### src/rtl/lumi_regs_mc.sv
// lumi_regs_mc: multi-channel LUMI CSR file with per-channel link FSM, credit config, link-down counter and stall watchdog.
module lumi_regs_mc #(
  parameter int N = 2,
  parameter int INITIOW = 0,
  parameter int CRDTDEPTH = 37,
  parameter int RETRAIN_CYC = 16,
  parameter int RW = 32
) (
  input  logic            clk,
  input  logic            nreset,
  input  logic            devicemode,
  input  logic            deviceready,
  input  logic [N-1:0]    phy_linkactive,
  input  logic [N-1:0]    txcrdt_stall,
  input  logic [32*N-1:0] csr_txcrdt_status,
  input  logic            reg_valid,
  input  logic            reg_write,
  input  logic [11:0]     reg_addr,
  input  logic [RW-1:0]   reg_wrdata,
  output logic            reg_ready,
  output logic            reg_rdvalid,
  output logic [RW-1:0]   reg_rddata,
  input  logic            reg_rdready,
  output logic [N-1:0]    host_linkactive,
  output logic [N-1:0]    csr_txen,
  output logic [N-1:0]    csr_rxen,
  output logic [N-1:0]    csr_txcrdt_en,
  output logic [2*N-1:0]  csr_arbmode,
  output logic [8*N-1:0]  csr_txiowidth,
  output logic [8*N-1:0]  csr_rxiowidth,
  output logic [16*N-1:0] csr_txcrdt_intrvl,
  output logic [16*N-1:0] csr_rxcrdt_req_init,
  output logic [16*N-1:0] csr_rxcrdt_resp_init,
  output logic            irq
);
  typedef enum logic [1:0] {DOWN, WAIT, ACTIVE, RETRAIN} state_t;
  logic wr, rd, unused_addr;
  logic [3:0] page;
  logic [5:0] off;
  logic [RW-1:0] rv [16];
  logic [RW-1:0] inten, rd_mux;
  logic [N-1:0] ld, wd;
  assign reg_ready = ~reg_rdvalid | reg_rdready;
  assign wr = reg_valid & reg_ready & reg_write;
  assign rd = reg_valid & reg_ready & ~reg_write;
  assign page = reg_addr[11:8];
  assign off = reg_addr[7:2];
  assign unused_addr = ^reg_addr[1:0];
  assign irq = |(ld & inten[N-1:0]) | |(wd & inten[16+:N]);
  // Pages 0..15 always have a read slot; absent channels read as zero.
  for (genvar g = 0; g < 16; g++) begin : ch
    if (g < N) begin : on
      state_t st, st_nx;
      logic [15:0] rt, rt_nx, iow, intr, ldc, lim, wdc;
      logic [31:0] cinit;
      logic [2:0] ctl;
      logic [1:0] arb;
      logic sel, phy, act, ld_set, wd_en, wd_hit, retrain, ldk, wdk;
      assign sel = wr & (page == 4'(g));
      assign phy = phy_linkactive[g];
      assign act = st == ACTIVE;
      assign ld_set = act & ~phy;
      assign retrain = sel & (off == 6'd0) & reg_wrdata[8];
      assign wd_en = act & ctl[2] & (lim != '0) & txcrdt_stall[g];
      assign wd_hit = (lim != '0) & (wdc == lim);
      always_comb begin
        st_nx = st;
        rt_nx = '0;
        case (st)
          DOWN:    st_nx = phy ? WAIT : DOWN;
          WAIT:    st_nx = !phy ? DOWN : (~devicemode | deviceready) ? ACTIVE : WAIT;
          ACTIVE:  st_nx = !phy ? DOWN : retrain ? RETRAIN : ACTIVE;
          RETRAIN: begin
            st_nx = (rt == 16'(RETRAIN_CYC - 1)) ? DOWN : RETRAIN;
            rt_nx = rt + 16'd1;
          end
          default: st_nx = DOWN;
        endcase
      end
      always_ff @(posedge clk or negedge nreset) begin
        if (!nreset) begin
          st <= DOWN;
          rt <= '0;
          ctl <= 3'b011;
          arb <= '0;
          ldk <= 1'b0;
          wdk <= 1'b0;
          iow <= {8'(INITIOW), 8'(INITIOW)};
          cinit <= {16'(CRDTDEPTH), 16'(CRDTDEPTH)};
          intr <= 16'h00FF;
          ldc <= '0;
          lim <= '0;
          wdc <= '0;
        end else begin
          st <= st_nx;
          rt <= rt_nx;
          if (sel & (off == 6'd0)) begin
            ctl <= reg_wrdata[2:0];
            arb <= reg_wrdata[5:4];
          end
          ldk <= ld_set | (ldk & ~(sel & (off == 6'd1) & reg_wrdata[8]));
          wdk <= wd_hit | (wdk & ~(sel & (off == 6'd1) & reg_wrdata[9]));
          if (sel & (off == 6'd2)) iow <= reg_wrdata[15:0];
          if (sel & (off == 6'd3)) cinit <= reg_wrdata[31:0];
          if (sel & (off == 6'd4)) intr <= reg_wrdata[15:0];
          if (sel & (off == 6'd6)) ldc <= {15'b0, ld_set};
          else if (ld_set & ~&ldc) ldc <= ldc + 16'd1;
          if (sel & (off == 6'd7)) lim <= reg_wrdata[15:0];
          wdc <= !wd_en ? '0 : wd_hit ? wdc : wdc + 16'd1;
        end
      end
      assign ld[g] = ldk;
      assign wd[g] = wdk;
      assign rv[g] = off == 6'd0 ? {26'b0, arb, 1'b0, ctl} :
                     off == 6'd1 ? {22'b0, wdk, ldk, 5'b0, st, act} :
                     off == 6'd2 ? {16'b0, iow} :
                     off == 6'd3 ? cinit :
                     off == 6'd4 ? {16'b0, intr} :
                     off == 6'd5 ? csr_txcrdt_status[32*g+:32] :
                     off == 6'd6 ? {16'b0, ldc} :
                     off == 6'd7 ? {16'b0, lim} : '0;
      assign host_linkactive[g] = act;
      assign csr_txen[g] = act & ctl[0];
      assign csr_rxen[g] = act & ctl[1];
      assign csr_txcrdt_en[g] = ctl[2];
      assign csr_arbmode[2*g+:2] = arb;
      assign csr_txiowidth[8*g+:8] = iow[7:0];
      assign csr_rxiowidth[8*g+:8] = iow[15:8];
      assign csr_txcrdt_intrvl[16*g+:16] = intr;
      assign csr_rxcrdt_req_init[16*g+:16] = cinit[15:0];
      assign csr_rxcrdt_resp_init[16*g+:16] = cinit[31:16];
    end else begin : off_ch
      assign rv[g] = '0;
    end
  end
  assign rd_mux = page == 4'hF ? (off == 6'd0 ? inten : '0) : rv[page];
  always_ff @(posedge clk or negedge nreset) begin
    if (!nreset) begin
      inten <= '0;
      reg_rdvalid <= 1'b0;
      reg_rddata <= '0;
    end else begin
      if (wr & (page == 4'hF) & (off == 6'd0)) inten <= reg_wrdata;
      if (rd) begin
        reg_rdvalid <= 1'b1;
        reg_rddata <= rd_mux;
      end else if (reg_rdready) reg_rdvalid <= 1'b0;
    end
  end
endmodule
### config.mk
export PLATFORM = sky130hd
export DESIGN_NAME = lumi_regs_mc
export DESIGN_NICKNAME = d
export VERILOG_FILES = /design/src/rtl/lumi_regs_mc.sv
export SDC_FILE = /design/constraint.sdc
export NUM_CORES = 1
export LEC_CHECK = 0
export CORE_ASPECT_RATIO = 1.75
export CORE_MARGIN = 3
export CORE_UTILIZATION = 55
export CTS_BUF_LIST = sky130_fd_sc_hd__clkbuf_4 sky130_fd_sc_hd__clkbuf_8
export CTS_CLUSTER_SIZE = 25
export DETAILED_ROUTE_END_ITERATION = 12
export PLACE_DENSITY = 0.82
export SLEW_MARGIN = 20
export SYNTH_ARGS = -nofsm -noshare
export SYNTH_HDL_FRONTEND = slang
export SYNTH_SLANG_ARGS = --single-unit
### constraint.sdc
create_clock -name clk -period 2.8 [get_ports clk]
set_clock_uncertainty 0.1 [all_clocks]
set_input_delay 0.28 -clock clk [delete_from_list [all_inputs] [get_ports clk]]
set_output_delay 0.28 -clock clk [all_outputs]
set_load 0.005 [all_outputs]
==> results.cfg, run 1 <==
[clock_tree]
htree_levels = 2
cts.repair.resized = 0
clk_path_buf_depth = 3
cts_setup_buffers = 0
cts_sinks = 339
numCtsBuffers = 50
clkTransAtPathRegs_ns = 0.07
worstSkewPairLatency_ns = 0.63
cts_root_buf = clkbuf_8
hold_buffers = 1
cts_tree = done

[place]
place_area_mm2 = 0.0211
gp_congestion = 0.983
io_buffers = 291
dp_hpwl_mm = 41.8
place_worst_setup_slack_ns = -0.0648

[sta]
period_needed_ns = 2.67
period_share_pct = 95.2
worst_slack_ns = 0.134
finalHoldViolations = 0
worst_slew_pin_slew_ns = 0.777
drv_slew = 0
fmax_mhz = 375
slew_headroom_pct = 48.0
rsz0062_at_grt = no
setup_viol = 0

[final_layout]
drive_gt1_share_pct = 24.4
fill_cells = 2151
fin_nets = 1967
area_growth_pct = 28.6
final_area_mm2 = 0.0222

[yosys]
synth_cell_type_count = 73
synth-seq-cells = 339
synth_edf_count = 0
synthCells = 1509
synth_top_area_share_pct = 44.6
async_flop_share_pct = 100
synth_area_leaders = dfrtp_1 45%, mux2_2 12%, dfstp_2 4.9%
syn_area_mm2 = 0.0172
synth_ff_type = dfrtp_1
synth_warnings = 0
seq_area_frac_synth_pct = 49.5
avgSynthCellArea_um2 = 11.4
syn-num-nets = 1634
synth_top_area_cell = dfrtp_1

[setup_path]
crit_arrival_ns = 2.29
worst_ep_required_time_ns = 2.42
r2r_slack_ns = 0.51
timing.rr.end = ch[0].on.ldc[15]
ff2ff_path_depth = 5
slowest_delay_ns = 0.52
start_kind = flip-flop
slowest_stage = dfrtp_1
cp_max_fo = 10
crit_type = flip-flop to output pin
path_cells = nor2b_1 -> and2_1 -> clkdlybuf4s50_1
endpoint_kind = output pin
rr_startpoint = ch[0].on.st[1]

[floorplanning]
initial_core_util_pct = 55.9
fp-row-count = 85
die_w_um = 140
die_y_um = 240
dieArea_mm2 = 0.0336
ios = 294
core-area_mm2 = 0.0308

[drt]
viasPerCell = 6.41
postRouteAntennaNets = 0
drt-initial-drc-count = 1271
via_count = 14600
firstDrtPassIters = 5
drc = 0
wl_per_cell_um = 25.0
drt_wl_total_mm = 56.9

[pwr]
leakage_nw = 9.52
ir_worst_vdd_mv = 0.402
pwr_density_cell_mw_per_mm2 = 484

[hold_path]
hold_class = input port to async pin

[grt]
first_global_vias = 14900
grt_use_total_pct = 33.0
grt-ovfl-total = 0
antenna_found_initial = 1
grt_first_pass_wirelength_mm = 85.9
grt_max_degree = 73

[status]
status = finished, final reports clean

[flow_run]
drv_cap = 0
[cell usage after synthesis (5+ instances only)]
cell type and count:
a211o_1 8, a211oi_1 8, a21oi_1 63, a221oi_1 18
a22oi_1 24, and2_1 5, and3_1 12, and4_1 10
buf_1 5, buf_2 26, buf_4 10, clkbuf_1 54
dfrtp_1 307, dfstp_2 32, ha_1 6, inv_1 14
mux2_1 20, mux2_2 184, mux2i_1 33, mux4_2 32
nand2_1 115, nand2b_1 9, nand3_1 46, nand4_1 40
nor2_1 87, nor2_2 5, nor2b_1 12, nor3_1 28
nor3b_1 6, nor4_1 24, o211a_1 5, o211ai_1 10
o21ai_0 48, o31ai_1 21, or2_2 5, or3_1 14
or4_1 23, xnor2_1 63, xor2_1 20
[state kept, by name (all words and copies together) (netlist names), 6 cells and up]
name	cells
ch.on.ldc	32
inten	32
ch.on.iow	32
ch.on.ctl	6
reg_rddata	32
ch.on.wdc	32
ch.on.rt	32
ch.on.lim	32
ch.on.intr	32
ch.on.cinit	64
[cells by family (layout without fill, tap and decap cells)]
| kind of cell | after synthesis | count (layout) | share of synthesized area, % |
|---|---|---|---|
| XOR/XNOR | 83 | 83 | 4.22 |
| other | 0 | 1 | 0 |
| AND/OR/NAND/NOR | 462 | 462 | 14.2 |
| adder cells (fa/ha/maj) | 6 | 6 | 0.436 |
| flip-flops | 339 | 339 | 49.5 |
| AO/OA/AOI/OAI | 239 | 239 | 9.29 |
| multiplexers | 269 | 269 | 19.4 |
| buffers and inverters | 111 | 485 | 2.91 |
[critical path, delay by kind of cell (launching register included)]
| family | cells | cell delay (ns) |
|---|---|---|
| AND/OR/NAND/NOR | 2 | 0.64 |
| flip-flops | 1 | 0.52 |
| buffers and inverters | 1 | 0.50 |
[cell usage in the layout (no fill, tap or decap), types with 12 or more instances in the layout]
cell type / count
mux2_1: 20
o21ai_0: 48
nor2_1: 84
mux4_2: 32
dfrtp_1: 307
nand2_1: 115
nor4_1: 20
buf_12: 16
inv_1: 14
xor2_1: 20
clkbuf_8: 66
mux2_2: 184
a22oi_1: 24
and3_1: 12
nand4_1: 40
clkinv_2: 12
mux2i_1: 33
dfstp_2: 32
or4_1: 23
buf_4: 72
clkdlybuf4s50_1: 287
nand3_1: 46
nor2b_1: 12
xnor2_1: 63
clkbuf_4: 12
o31ai_1: 21
nor3_1: 28
or3_1: 14
a221oi_1: 18
a21oi_1: 63
[metal layers]
| layer | up-vias | track usage [%] | share of wire [%] |
|---|---|---|---|
| met5 | - | 0 | 0 |
| met4 | 0 | 20.5 | 7.1 |
| met3 | 221 | 5.69 | 6.2 |
| met2 | 715 | 57.2 | 51 |
| met1 | 7339 | 37.8 | 35 |
| li1 | 6299 | - | - |
[power breakdown]
group	switching [mW]	internal, mW	total [mW]
logic	0.662	0.558	1.22
registers	0.177	5.03	5.21
clock network	2.02	2.28	4.30
[metrics by stage]
| step | utilization, % | total power, mW | hold slack, ns | TNS (ns) | std cells |
|---|---|---|---|---|---|
| after floorplan | - | 5.79 | -0.116 | 0 | 1509 |
| after global placement | 68.3 | 6.45 | 0.184 | -0.126 | 2180 |
| after detailed placement | 68.3 | 6.48 | 0.184 | -1.15 | 2180 |
| after CTS | 71.8 | 10.7 | 0.133 | 0 | 2274 |
| after global routing | 71.9 | 11.1 | 0.174 | 0 | 2275 |
| final | 71.9 | 10.7 | 0.0983 | 0 | 2275 |
[cell type report]
class | instances | area [um^2] | area share, %
multi-input combinational | 1059 | 8250 | 37.2
clock buffer | 78 | 998 | 4.51
sequential | 339 | 8520 | 38.5
antenna | 1 | 2.50 | 0.0113
tap | 391 | 489 | 2.21
timing repair buffer | 378 | 3760 | 17.0
clock inverter | 15 | 83.8 | 0.378
inverter | 14 | 52.6 | 0.237
[how the worst max path moves through the flow]
| stage | startpoint | endpoint | slack [ns] | depth (start not counted) |
|---|---|---|---|---|
| 6_report | ch[1].on.st[1] | csr_rxen[1] | 0.13 | 3 |
| 5_1_grt | ch[1].on.st[1] | csr_txen[1] | 0.03 | 3 |
| 4_1_cts | ch[0].on.st[1] | csr_txen[0] | 0.16 | 4 |
| 3_5_place_dp | reg_addr[7] | reg_rddata[25] | -0.06 | 8 |
| 3_3_place_gp | reg_addr[7] | reg_rddata[27] | -0.02 | 8 |
| 2_1_floorplan | reg_addr[7] | inten[9] | 0.47 | 6 |
Power figures use the tool's default switching activity.
==> run 2: changes to the inputs <==
Settings changed: GPL_TIMING_DRIVEN set to 0.
==> run 2 against run 1 <==
Net effect: the flow now finishes with violations (setup timing); clock power grew 1%; global-route usage grew 2.5 points; die area is the same; critical path type is now input port to flip-flop; highest routed layer unchanged.
==> results.cfg, run 2 (same netlist as run 1, synthesis figures left out) <==
[clock_tree]
cts_sinks = 339
worstSkewPairLatency_ns = 0.63
htree_levels = 2
clkTransAtPathRegs_ns = 0.07
clk_path_buf_depth = 3
numCtsBuffers = 50
cts_tree = done
cts_root_buf = clkbuf_8

[drt]
via_count = 14900
drc = 0
viasPerCell = 6.50
drt-initial-drc-count = 1364
wl_per_cell_um = 26.5
drt_wl_total_mm = 60.8
firstDrtPassIters = 6
postRouteAntennaNets = 0

[floorplanning]
core-area_mm2 = 0.0308
die_w_um = 140
die_y_um = 240
dieArea_mm2 = 0.0336
fp-row-count = 85
ios = 294
initial_core_util_pct = 55.9

[setup_path]
ff2ff_path_depth = 6
crit_type = input port to flip-flop
cp_max_fo = 10
endpoint_kind = flip-flop
timing.rr.end = ch[1].on.cinit[1]
crit_arrival_ns = 3.24
worst_ep_required_time_ns = 3.23
start_kind = input port
rr_startpoint = reg_rdvalid
r2r_slack_ns = 0.10

[sta]
tns_ns = -0.00825
slew_headroom_pct = 29.5
drv_slew = 0
setup_viol = 1
worst_slack_ns = -0.00825
period_needed_ns = 2.81
period_share_pct = 100
worst_slew_pin_slew_ns = 1.06
finalHoldViolations = 0
fmax_mhz = 356

[grt]
grt-ovfl-total = 0
grt_use_total_pct = 35.5
first_global_vias = 15200
grt_max_degree = 94
grt_first_pass_wirelength_mm = 91.1
antenna_found_initial = 3

[status]
status = finished with violations
violations = setup timing

[place]
io_buffers = 287
dp_hpwl_mm = 45.6
place_worst_setup_slack_ns = -0.920
gp_congestion = 0.997

[final_layout]
final_common_cell = dfrtp_1
drive_gt1_share_pct = 22.5
fin_nets = 1981
top_register = ch.on.cinit
largest_reg_flops = 64
area_growth_pct = 27.3
mostFrequentLayoutCells = 307 x dfrtp_1, 286 x clkdlybuf4s50_1, 184 x mux2_2

[pwr]
leakage_nw = 9.39
ir_worst_vdd_mv = 0.358
pwr_density_cell_mw_per_mm2 = 493

[hold_path]
min_to = reg_rddata[1]
hold_start = reg_addr[9]
hold_class = input port to flip-flop
hold_depth = 4

[flow_run]
drv_cap = 0
## run 2: changes by cell type in the layout (fill, tap and decap cells not counted), sizes merged
cell / previous run / this run
clkbuf: 78 / 141
clkinv: 12 / 3
dlygate4sd3: 1 / 2
buf: 90 / 51
clkdlybuf4s50: 287 / 286
diode: 1 / 3
## run 2: worst max-delay path, cell delays in order
cell	delay, ns
clkdlybuf4s50_1	0.54
nor2b_1	0.15
clkbuf_1	0.46
clkbuf_1	0.55
a221oi_1	0.27
a211oi_1	0.57
nor3_1	0.16
o31ai_1	0.25
## run 2: area by class of cell
type	count	area, um^2
plain buffers	95	450
inverters	14	52.6
well taps	391	489
flip-flops and latches	339	8520
diodes	3	7.51
fillers	2310	8900
clock inverters	6	38.8
repair buffers	297	3020
multi-input cells	1059	8300
clock buffers	88	1060
## run 2: worst max path at each step
stage | cells after the start | slack [ns] | startpoint | endpoint
finish | 8 | -0.008 | reg_addr[3] | reg_rddata[12]
floorplan | 6 | 0.47 | reg_addr[7] | inten[9]
global placement | 1 | -13.23 | nreset | ch[0].on.rt[13]
detailed placement | 6 | -0.92 | reg_addr[11] | ch[0].on.iow[10]
CTS | 6 | -0.01 | reg_rdvalid | ch[1].on.lim[6]
global route | 7 | -0.02 | reg_rdvalid | reg_rddata[15]
## run 2: timing repair
item                                    in CTS  in global routing
gates resized for setup                     10                 17
endpoints found under the setup margin      83                144
buffers inserted                             0                  5
hold buffers                                 2                  0
gates cloned                                 0                  0
endpoints found under the hold margin       87                  0
pin swaps                                    0                  2
## run 2: power breakdown
group	switching, mW	internal, mW	leakage (nW)
Sequential	0.178	5.03	4.54
Clock	1.97	2.37	0.587
Combinational	0.718	0.547	4.26
## run 2: metrics by stage
step | power [mW] | cell area [um^2] | utilization, % | instances | hold WS, ns
global placement | 6.46 | 20600 | 66.8 | 2187 | 0.349
CTS | 10.8 | 21800 | 70.8 | 2285 | 0.0395
floorplan | 5.79 | 17200 | - | 1509 | -0.116
detailed placement | 6.51 | 20700 | 67.1 | 2190 | 0.241
global route | 11.2 | 21900 | 71.1 | 2292 | 0.120
finish | 10.8 | 21900 | 71.1 | 2292 | 0.0678
## run 2: layer usage
layer / GRT usage (%) / share of wire, % / wire length, um
met1: 41.2 / 35 / 21000
met2: 61.3 / 51 / 30900
met3: 5.11 / 6.8 / 4150
met4: 23.0 / 7.8 / 4740
met5: 0 / 0 / 0
==> run 3: changes to the inputs <==
Settings changed: CTS_CLUSTER_DIAMETER set to 200.
==> run 3 against run 2 <==
Net effect: the run still ends with setup timing left; cell count down 3.1%; worst setup slack worse by 0.044 ns; final area decreased by 3.6%; flip-flop and latch count unchanged; largest power group unchanged.
==> results.cfg, run 3 (same netlist as run 1, synthesis figures left out) <==
[status]
status = finished with violations
violations = setup timing

[grt]
gr-usage-met3_pct = 3.70
grt_max_degree = 94
top_usage_layer = met2
antenna_found_initial = 3
grt_use_met2_pct = 61.3
first_global_vias = 14900
grt_first_pass_wirelength_mm = 89.8
grt_use_total_pct = 34.8
use_met1_pct = 41.0
grt-ovfl-total = 0

[clock_tree]
clkTransAtPathRegs_ns = 0.17
worstSkewPairLatency_ns = 0.60
cts_sinks = 339
cts_root_buf = clkbuf_8
numCtsBuffers = 17
cts_tree = done
htree_levels = 1
clk_path_buf_depth = 3
cts_setup_buffers = 0

[floorplanning]
core-area_mm2 = 0.0308
initial_core_util_pct = 55.9
dieArea_mm2 = 0.0336
fp-row-count = 85
ios = 294
die_y_um = 240
die_w_um = 140

[setup_path]
endpoint_kind = flip-flop
crit_arrival_ns = 3.26
start_kind = input port
crit_start = reg_addr[11]
cp_max_fo = 10
worst_ep_required_time_ns = 3.21
rr_startpoint = reg_rdvalid
crit_type = input port to flip-flop

[final_layout]
top_register = ch.on.cinit
mostFrequentLayoutCells = 306 x dfrtp_1, 286 x clkdlybuf4s50_1, 184 x mux2_2
fin_nets = 1942
final_area_mm2 = 0.0211
drive_gt1_share_pct = 19.6
area_growth_pct = 22.7
largest_reg_flops = 64
final_common_cell = dfrtp_1

[place]
place_worst_setup_slack_ns = -0.920
io_buffers = 287
dp_hpwl_mm = 45.6
gp_congestion = 0.997
place_area_mm2 = 0.0207

[hold_path]
hold_class = input port to flip-flop
hold_start = reg_addr[9]

[drt]
wl_per_cell_um = 27.0
drt_wl_total_mm = 60.0
drc = 0
firstDrtPassIters = 5
viasPerCell = 6.61
via_count = 14700
postRouteAntennaNets = 0
drt-initial-drc-count = 1386

[pwr]
power_mw = 8.79
leakage_nw = 8.95
pwr_density_cell_mw_per_mm2 = 416
ir_worst_vdd_mv = 0.430

[sta]
finalHoldViolations = 0
worst_slack_ns = -0.0525
fmax_mhz = 351
rsz0062_at_grt = no
tns_ns = -0.301
period_share_pct = 102
slew_headroom_pct = 29.3
drv_slew = 0
period_needed_ns = 2.85
worst_slew_pin_slew_ns = 1.06
setup_viol = 10

[flow_run]
drv_cap = 0
==> run 3: cell types whose count changed in the layout (fill, tap and decap cells not counted), moves of 3 or more <==
cell and change:
buf_4 -5, clkbuf_8 -47, clkinv_2 -3, clkbuf_4 -13
==> run 3: critical path, stage by stage <==
cell and delay [ns]:
clkdlybuf4s50_1 0.58, nor4_2 0.68, nand4_4 0.39, nor2_4 0.46
buf_2 0.46, mux2_2 0.40
==> run 3: timing repair <==
item                                    CTS  global route
endpoints found under the setup margin   78           139
endpoints found under the hold margin    87             0
hold buffers                              2             0
gates cloned                              0             0
pin swaps                                 0             0
gates resized for setup                   9            17
==> run 3: area by class of cell <==
| class | instances | area [um^2] |
|---|---|---|
| clock inverter | 2 | 23.8 |
| sequential | 339 | 8520 |
| inverter | 14 | 52.6 |
| tap | 391 | 489 |
| multi-input combinational | 1059 | 8300 |
| timing repair buffer | 292 | 2980 |
| buffer | 94 | 445 |
| antenna | 3 | 7.51 |
| fill | 2427 | 9700 |
| clock buffer | 28 | 317 |
==> run 3: path summary, 6_finish.rpt <==
path | end | cells after the start | slack (ns)
hold reg to reg | ch[0].on.rt[0] | 1 | 0.38
max in group asynchronous | ch[0].on.ctl[0] | 4 | 1.09
setup reg to reg | ch[0].on.iow[10] | 5 | 0.16
setup / recovery | ch[0].on.iow[10] | 6 | -0.05
hold / removal | reg_rddata[1] | 4 | 0.05
min in group asynchronous | ch[1].on.cinit[14] | 2 | 0.17
==> run 3: per-layer routing <==
metal  part of all wire [%]  wire, um
met3                    6.6      3990
met1                     35     20900
met4                    7.4      4430
met2                     51     30700
met5                      0         0
==> run 3: stage by stage <==
stage / cells / hold slack [ns] / utilization [%]
after CTS: 2221 / 0.0320 / 68.3
after global placement: 2187 / 0.349 / 66.8
after global routing: 2222 / 0.116 / 68.5
after floorplan: 1509 / -0.116 / -
final: 2222 / 0.0507 / 68.5
after detailed placement: 2190 / 0.241 / 67.1
==> run 3: power breakdown <==
part | internal, mW | switching, mW
registers | 5.03 | 0.180
logic | 0.545 | 0.712
clock network | 0.739 | 1.59
